<file path="src/rtl/div_arbiter.sv">
// Round-robin front end for one shared iterative divider: grants a requester,
// latches its operands, runs the divider handshake and returns the tagged result.
module div_arbiter #(
  parameter int N_REQ   = 4,
  parameter int IDW     = 2,
  parameter int TIMEOUT = 127
) (
  input  logic                 clk,
  input  logic                 rst,
  input  logic [N_REQ-1:0]     req_valid_i,
  input  logic [64*N_REQ-1:0]  req_op_1_i,
  input  logic [64*N_REQ-1:0]  req_op_2_i,
  input  logic [N_REQ-1:0]     req_sign_op_1_i,
  input  logic [N_REQ-1:0]     req_sign_op_2_i,
  output logic [N_REQ-1:0]     req_ready_o,
  input  logic                 stall_i,
  output logic                 div_req_valid_o,
  output logic [63:0]          div_op_1_o,
  output logic [63:0]          div_op_2_o,
  output logic                 div_sign_op_1_o,
  output logic                 div_sign_op_2_o,
  output logic                 div_block_o,
  input  logic                 div_ready_i,
  input  logic                 div_valid_i,
  input  logic [63:0]          div_quotient_i,
  input  logic [63:0]          div_remainder_i,
  output logic                 resp_valid_o,
  output logic [IDW-1:0]       resp_id_o,
  output logic [63:0]          resp_quotient_o,
  output logic [63:0]          resp_remainder_o,
  input  logic                 resp_ready_i,
  output logic                 timeout_o
);

  localparam int CW = $clog2(TIMEOUT + 1);

  typedef enum logic [1:0] {
    ST_IDLE  = 2'd0,
    ST_ISSUE = 2'd1,
    ST_BUSY  = 2'd2,
    ST_RESP  = 2'd3
  } state_t;

  state_t          state_reg, state_next;
  logic [IDW-1:0]  rr_ptr_reg, rr_ptr_next;
  logic [IDW-1:0]  owner_reg, owner_next;
  logic [63:0]     op_1_reg, op_1_next;
  logic [63:0]     op_2_reg, op_2_next;
  logic            sign_1_reg, sign_1_next;
  logic            sign_2_reg, sign_2_next;
  logic [63:0]     quot_reg, quot_next;
  logic [63:0]     rem_reg, rem_next;
  logic [CW-1:0]   busy_cnt_reg, busy_cnt_next;
  logic            timeout_reg, timeout_next;

  logic [63:0]     op_1_arr [N_REQ];
  logic [63:0]     op_2_arr [N_REQ];
  logic [IDW-1:0]  cand_idx [N_REQ];
  logic [N_REQ-1:0] rot_valid;
  logic            win_found;
  logic [IDW-1:0]  win_idx;

  // rot_valid[i] is the request i positions after rr_ptr, so slot 0 has top priority
  generate
    for (genvar gi = 0; gi < N_REQ; gi++) begin : g_req
      assign op_1_arr[gi]  = req_op_1_i[64*gi +: 64];
      assign op_2_arr[gi]  = req_op_2_i[64*gi +: 64];
      assign cand_idx[gi]  = rr_ptr_reg + IDW'(gi);
      assign rot_valid[gi] = req_valid_i[cand_idx[gi]];
    end
  endgenerate

  always_comb begin
    win_found = 1'b0;
    win_idx   = '0;
    for (int i = N_REQ - 1; i >= 0; i--) begin
      if (rot_valid[i]) begin
        win_found = 1'b1;
        win_idx   = cand_idx[i];
      end
    end
  end

  always_comb begin
    state_next      = state_reg;
    rr_ptr_next     = rr_ptr_reg;
    owner_next      = owner_reg;
    op_1_next       = op_1_reg;
    op_2_next       = op_2_reg;
    sign_1_next     = sign_1_reg;
    sign_2_next     = sign_2_reg;
    quot_next       = quot_reg;
    rem_next        = rem_reg;
    busy_cnt_next   = busy_cnt_reg;
    timeout_next    = timeout_reg;
    req_ready_o     = '0;
    div_req_valid_o = 1'b0;

    if (!stall_i) begin
      unique case (state_reg)
        ST_IDLE: begin
          if (win_found) begin
            req_ready_o[win_idx] = 1'b1;
            owner_next  = win_idx;
            op_1_next   = op_1_arr[win_idx];
            op_2_next   = op_2_arr[win_idx];
            sign_1_next = req_sign_op_1_i[win_idx];
            sign_2_next = req_sign_op_2_i[win_idx];
            state_next  = ST_ISSUE;
          end
        end
        ST_ISSUE: begin
          if (div_ready_i) begin
            div_req_valid_o = 1'b1;
            busy_cnt_next   = '0;
            state_next      = ST_BUSY;
          end
        end
        ST_BUSY: begin
          if (div_valid_i) begin
            quot_next  = div_quotient_i;
            rem_next   = div_remainder_i;
            state_next = ST_RESP;
          end else if (busy_cnt_reg == CW'(TIMEOUT - 1)) begin
            // the divider never answered: drop the op and move fairness on
            timeout_next = 1'b1;
            rr_ptr_next  = owner_reg + 1'b1;
            state_next   = ST_IDLE;
          end else begin
            busy_cnt_next = busy_cnt_reg + 1'b1;
          end
        end
        ST_RESP: begin
          if (resp_ready_i) begin
            rr_ptr_next = owner_reg + 1'b1;
            state_next  = ST_IDLE;
          end
        end
        default: state_next = ST_IDLE;
      endcase
    end
  end

  always_ff @(posedge clk) begin
    if (rst) begin
      state_reg    <= ST_IDLE;
      rr_ptr_reg   <= '0;
      owner_reg    <= '0;
      op_1_reg     <= '0;
      op_2_reg     <= '0;
      sign_1_reg   <= 1'b0;
      sign_2_reg   <= 1'b0;
      quot_reg     <= '0;
      rem_reg      <= '0;
      busy_cnt_reg <= '0;
      timeout_reg  <= 1'b0;
    end else begin
      state_reg    <= state_next;
      rr_ptr_reg   <= rr_ptr_next;
      owner_reg    <= owner_next;
      op_1_reg     <= op_1_next;
      op_2_reg     <= op_2_next;
      sign_1_reg   <= sign_1_next;
      sign_2_reg   <= sign_2_next;
      quot_reg     <= quot_next;
      rem_reg      <= rem_next;
      busy_cnt_reg <= busy_cnt_next;
      timeout_reg  <= timeout_next;
    end
  end

  assign div_op_1_o       = op_1_reg;
  assign div_op_2_o       = op_2_reg;
  assign div_sign_op_1_o  = sign_1_reg;
  assign div_sign_op_2_o  = sign_2_reg;
  assign div_block_o      = stall_i;
  assign resp_valid_o     = (state_reg == ST_RESP);
  assign resp_id_o        = owner_reg;
  assign resp_quotient_o  = quot_reg;
  assign resp_remainder_o = rem_reg;
  assign timeout_o        = timeout_reg;

endmodule

</file>
<file path="config.mk">
export PLATFORM = sky130hd
export DESIGN_NAME = div_arbiter
export DESIGN_NICKNAME = d
export VERILOG_FILES = /design/src/rtl/div_arbiter.sv
export SDC_FILE = /design/constraint.sdc
export NUM_CORES = 1
export LEC_CHECK = 0
export BUFFER_PORTS_ARGS = -buffer_cell sky130_fd_sc_hd__buf_2
export CAP_MARGIN = 20
export CORE_AREA = 5 5 354 356
export CTS_CLUSTER_DIAMETER = 30
export CTS_CLUSTER_SIZE = 10
export DETAILED_ROUTE_END_ITERATION = 8
export DIE_AREA = 0 0 359 361
export GPL_ROUTABILITY_DRIVEN = 0
export GPL_TIMING_DRIVEN = 0
export PLACE_DENSITY = 0.34
export SYNTH_ARGS = -nofsm -noshare
export SYNTH_HDL_FRONTEND = slang
export SYNTH_SLANG_ARGS = --single-unit
</file>
<file path="constraint.sdc">
create_clock -name clk -period 2.4 [get_ports clk]
set_input_delay 0.36 -clock clk [delete_from_list [all_inputs] [get_ports clk]]
set_output_delay 0.36 -clock clk [all_outputs]
set_load 0.01 [all_outputs]
</file>
==> run summary, run 1 <==
Final WS setup: -0.118 ns
fin crit share: 105%
antenna-violating nets left: 0
full die area: 130000 um^2
Max Clock Skew: 0.0347 ns
critical path class: reg -> out
status: finished, violations left
Worst-path clk slew: 0.04 ns
Cells after Synth: 1556
vias in the first global route: 18400
final hold violation count: 0
peak supply drop: 0.495 mV
PortBufs: 924
Slew headroom: 38.8%
first-pass GRT wire length: 149000 um
die width: 359 um
nets: 3501
main flop type after synthesis: dfxtp_1
Starting Density: 10.7%
Rows: 128
crit end category: output pin
most frequent cells in the layout: 952 x buf_2, 269 x dfxtp_1, 266 x nand2_1
area grow syn2layout: 100%
RSZ-0062 raised after global routing: yes
failing checks: negative setup slack
worst path required time: 2.04 ns
sequential area share after synthesis: 41.9%
Synth async-reset ratio: 0%
Design Area, Final: 26000 um^2
layout cells sized above 1: 44.5%
Detailed Place HPWL: 92200 um
CP max-delay cell: dfxtp_2
WHS: 0.0684 ns
Design Power: 20.1 mW
Ports: 926
post-route setup TNS: -0.323 ns
DR WL/cell: 24.3 um
critical path, cell by cell: nand2b_4 > nand4b_1 > buf_12 > buf_16 > buf_12 > nand2_8 > nand2_4 > nor2_1 > buf_4
root buf cell: clkbuf_16
CP Launch Type: flop
Post-Syn Nets: 2216
most common cell after layout, fill and taps aside: buf_2
number of synthesized flops with an enable pin: 0
FMAX: 397 MHz
H-tree depth: 3
Yosys reg bits: 272
1st-pass router iterations: 5
Largest stage delay, worst path: 0.33 ns
Slew Viols, Final: 0
clock sink total: 272
grt total ovfl: 0
area taken by multi-input logic gates: 6990 um^2
GR Util All Layers: 16.3%
Fill cells: 13800
initial antenna violation count: 78
# Max-Cap Violations: 0
fin util: 21.4%
DRC Markers: 0
placed inst area: 19700 um^2
arrival time at the worst endpoint: 2.16 ns
Final setup violation count: 4
Yosys warnings: 0
largest net degree at the start of global routing: 16
Routed WL: 111000 um
Die Ht: 361 um
post-synthesis cell type count: 45
worst hold path type: in -> reg
Non-Filler Instances: 4584
worst-path maximum fanout: 3
Num CTS Buffers: 100
core area: 121000 um^2
minimum clock period: 2.52 ns
Critical Path Most Common Cell: buf_12
post-synthesis instance area: 13000 um^2
Avg Vias per Cell: 3.88
CTS Buffer Depth: 3
CTS tree: yes
Syn Area/Cell: 8.36 um^2
Setup WS pre-CTS: -1.61 ns
Register Area: 5450 um^2
P per Cell Area: 771 nW/um^2
Vias: 17800
static leakage power: 11.6 nW
clock latency on the worst-skew pair: 0.66 ns
placed cells: 4109
Worst-Margin Slew: 0.918 ns
Initial DRC Count: 946
## critical path: cells and delay by family, from the launching register on
kind                   cells  cell delay [ns]
AND/OR/NAND/NOR            5             0.52
buffers and inverters      4             0.62
flip-flops                 1             0.33
## per-layer routing
metal  share of wire [%]  up-vias  wire (um)  track usage [%]
met3                  11      167      12100             7.46
met4                 2.1       30       2360             3.75
met1                  38     8397      41800             18.2
met2                  49      816      54800             28.5
met5                0.16        -        182                0
li1                    -     8379          -                -
## cell families after synthesis
| group | synth area share [%] |
|---|---|
| XOR/XNOR | 0.404 |
| AND/OR/NAND/NOR | 14.9 |
| adder cells (fa/ha/maj) | 0.192 |
| flip-flops | 41.9 |
| buffers and inverters | 5.53 |
| multiplexers | 11.4 |
| AO/OA/AOI/OAI | 25.7 |
## final timing paths
path         slack [ns]                        startpoint                                to  cells past startpoint
max               -0.12        rr_ptr_reg[0]$_SDFFE_PP0P_                    req_ready_o[3]                      9
min                0.07                   req_op_2_i[137]        div_op_2_o[9]$_SDFFE_PP0P_                      3
max reg2reg        0.07        rr_ptr_reg[0]$_SDFFE_PP0P_       div_op_1_o[16]$_SDFFE_PP0P_                      7
min reg2reg        0.45  resp_quotient_o[55]$_SDFFE_PP0P_  resp_quotient_o[55]$_SDFFE_PP0P_                      2
## power by group
group / internal [mW] / switching, mW / total (mW)
Sequential: 4.75 / 0.133 / 4.89
Combinational: 1.31 / 1.40 / 2.71
Clock: 8.79 / 3.70 / 12.5
Total: 14.8 / 5.23 / 20.1
## layout make-up
cell class	count	share of cell area [%]
repair buffers	1185	27.9
multi-input cells	1118	26.8
flip-flops and latches	272	20.9
clock buffers	149	11.2
well taps	1625	7.81
plain buffers	157	3.29
clock inverters	30	1.49
diodes	41	0.394
inverters	7	0.101
## cell usage after synthesis, types with 2 or more instances
master	count	share of area, %
buf_1	7	0.20
mux2_1	41	3.5
dfxtp_1	272	42
inv_1	7	0.20
or2_2	2	0.096
mux2_2	90	7.8
xor2_1	6	0.40
clkbuf_1	102	2.9
nand4_1	4	0.19
ha_1	2	0.19
nand2b_1	4	0.19
nor3_1	4	0.15
nor2_1	15	0.43
buf_2	38	1.5
o21ai_0	131	5.0
buf_4	11	0.63
nand3_1	132	5.1
a221o_1	130	10
nand2_1	268	7.7
a21oi_1	264	10
and3_1	2	0.096
## timing repair
item	CTS	global route
setup endpoints to repair	177	76
resized for setup	90	31
pin swaps	8	7
endpoints found under the hold margin	200	0
setup buffers	13	2
hold buffers	242	0
(Power assumes the default switching activity.)
==> inputs of run 2 (changes only) <==
--- a/config.mk
+++ b/config.mk
@@ -15,6 +15,7 @@
 export GPL_ROUTABILITY_DRIVEN = 0
 export GPL_TIMING_DRIVEN = 0
 export PLACE_DENSITY = 0.34
+export RECOVER_POWER = 50
 export SYNTH_ARGS = -nofsm -noshare
 export SYNTH_HDL_FRONTEND = slang
 export SYNTH_SLANG_ARGS = --single-unit
==> run summary, run 2 (synthesis results as in run 1) <==
initial antenna violation count: 78
root buf cell: clkbuf_16
Routed WL: 111000 um
die width: 359 um
fin crit share: 105%
Register Area: 5450 um^2
Largest stage delay, worst path: 0.33 ns
peak supply drop: 0.495 mV
Ports: 926
H-tree depth: 3
status: finished, violations left
placed cells: 4109
Detailed Place HPWL: 92200 um
worst-path maximum fanout: 3
failing checks: negative setup slack
Final setup violation count: 4
area grow syn2layout: 100%
worst path required time: 2.04 ns
# Max-Cap Violations: 0
Avg Vias per Cell: 3.88
fin util: 21.4%
CP Launch Type: flop
largest net degree at the start of global routing: 16
final hold violation count: 0
GR Util All Layers: 16.3%
Vias: 17800
core area: 121000 um^2
vias in the first global route: 18400
first-pass GRT wire length: 149000 um
Fill cells: 13800
full die area: 130000 um^2
Slew headroom: 38.8%
grt total ovfl: 0
clock sink total: 272
Starting Density: 10.7%
nets: 3501
layout cells sized above 1: 44.4%
Initial DRC Count: 946
critical path class: reg -> out
DR WL/cell: 24.3 um
Worst-path clk slew: 0.04 ns
Rows: 128
Num CTS Buffers: 100
Slew Viols, Final: 0
Max Clock Skew: 0.0347 ns
DRC Markers: 0
Die Ht: 361 um
most common cell after layout, fill and taps aside: buf_2
area taken by multi-input logic gates: 6990 um^2
critical path, cell by cell: nand2b_4 > nand4b_1 > buf_12 > buf_16 > buf_12 > nand2_8 > nand2_4 > nor2_1 > buf_4
arrival time at the worst endpoint: 2.16 ns
Worst-Margin Slew: 0.918 ns
P per Cell Area: 771 nW/um^2
CP max-delay cell: dfxtp_2
crit end category: output pin
worst hold path type: in -> reg
Design Power: 20.1 mW
Reg2Reg Setup Slack: 0.07 ns
1st-pass router iterations: 5
Critical Path Most Common Cell: buf_12
static leakage power: 11.6 nW
Final WS setup: -0.118 ns
CTS Buffer Depth: 3
antenna-violating nets left: 0
RSZ-0062 raised after global routing: yes
minimum clock period: 2.52 ns
FMAX: 397 MHz
Non-Filler Instances: 4584
clock latency on the worst-skew pair: 0.66 ns
CTS tree: yes
delay-heaviest family, CP: buffers and inverters
most frequent cells in the layout: 950 x buf_2, 269 x dfxtp_1, 266 x nand2_1
PortBufs: 924
Worst Path Buf+Inv: 4
==> run 2: cell types whose count changed in the layout (fill, tap and decap cells not counted) <==
cell,change
buf_2,-2
clkbuf_1,+2
==> run 2: report_power, final <==
part           switching, mW  internal, mW  total (mW)
Clock                   3.70          8.79        12.5
Sequential             0.133          4.75        4.89
Combinational           1.40          1.31        2.71
==> run 2: metrics by stage <==
step                      worst slack (ns)  area, um^2  setup TNS [ns]  hold slack (ns)
final                               -0.118       26000          -0.323           0.0684
after global routing                -0.260       26000          -0.940           0.0255
after CTS                           -0.221       25900          -0.760         0.000147
after detailed placement             -1.61       19700         -104.00            0.444
after global placement               -1.66       19700         -152.47            0.441
after floorplan                      0.269       13000               0            0.479
==> run 2: worst paths after layout <==
path / cells past startpoint / end / start
min: 3 / div_op_2_o[9]$_SDFFE_PP0P_ / req_op_2_i[137]
max: 9 / req_ready_o[3] / rr_ptr_reg[0]$_SDFFE_PP0P_
max reg2reg: 7 / div_op_1_o[16]$_SDFFE_PP0P_ / rr_ptr_reg[0]$_SDFFE_PP0P_
min reg2reg: 2 / resp_quotient_o[55]$_SDFFE_PP0P_ / resp_quotient_o[55]$_SDFFE_PP0P_
==> run 2: worst register-to-register path, stage by stage, from the launching register on <==
cell and delay (ns):
dfxtp_2 0.32, nand2b_4 0.14, and4b_1 0.31, nor2_4 0.22, buf_12 0.21, buf_4 0.26, mux2_2 0.41, a221o_1 0.32
==> run 2: repair_timing <==
item,in CTS,in global routing
setup buffers,13,2
hold endpoints to repair,200,0
pin swaps,8,7
endpoints found under the setup margin,177,76
resized for setup,90,31
hold buffers,242,0
==> run 2: final cells by class <==
cell class,count,share of cell area (%)
Antenna cell,41,0.394
Buffer,157,3.29
Clock buffer,149,11.2
Clock inverter,30,1.49
Inverter,7,0.101
Multi-Input combinational cell,1118,26.8
Sequential cell,272,20.9
Tap cell,1625,7.81
Timing Repair Buffer,1185,27.9
==> run 2: layer usage <==
metal | global-route usage (%) | vias up | wire [um]
met1 | 18.2 | 8398 | 41800
met4 | 3.75 | 30 | 2360
met3 | 7.46 | 167 | 12100
met2 | 28.5 | 817 | 54800
met5 | 0 | - | 182
li1 | - | 8378 | -
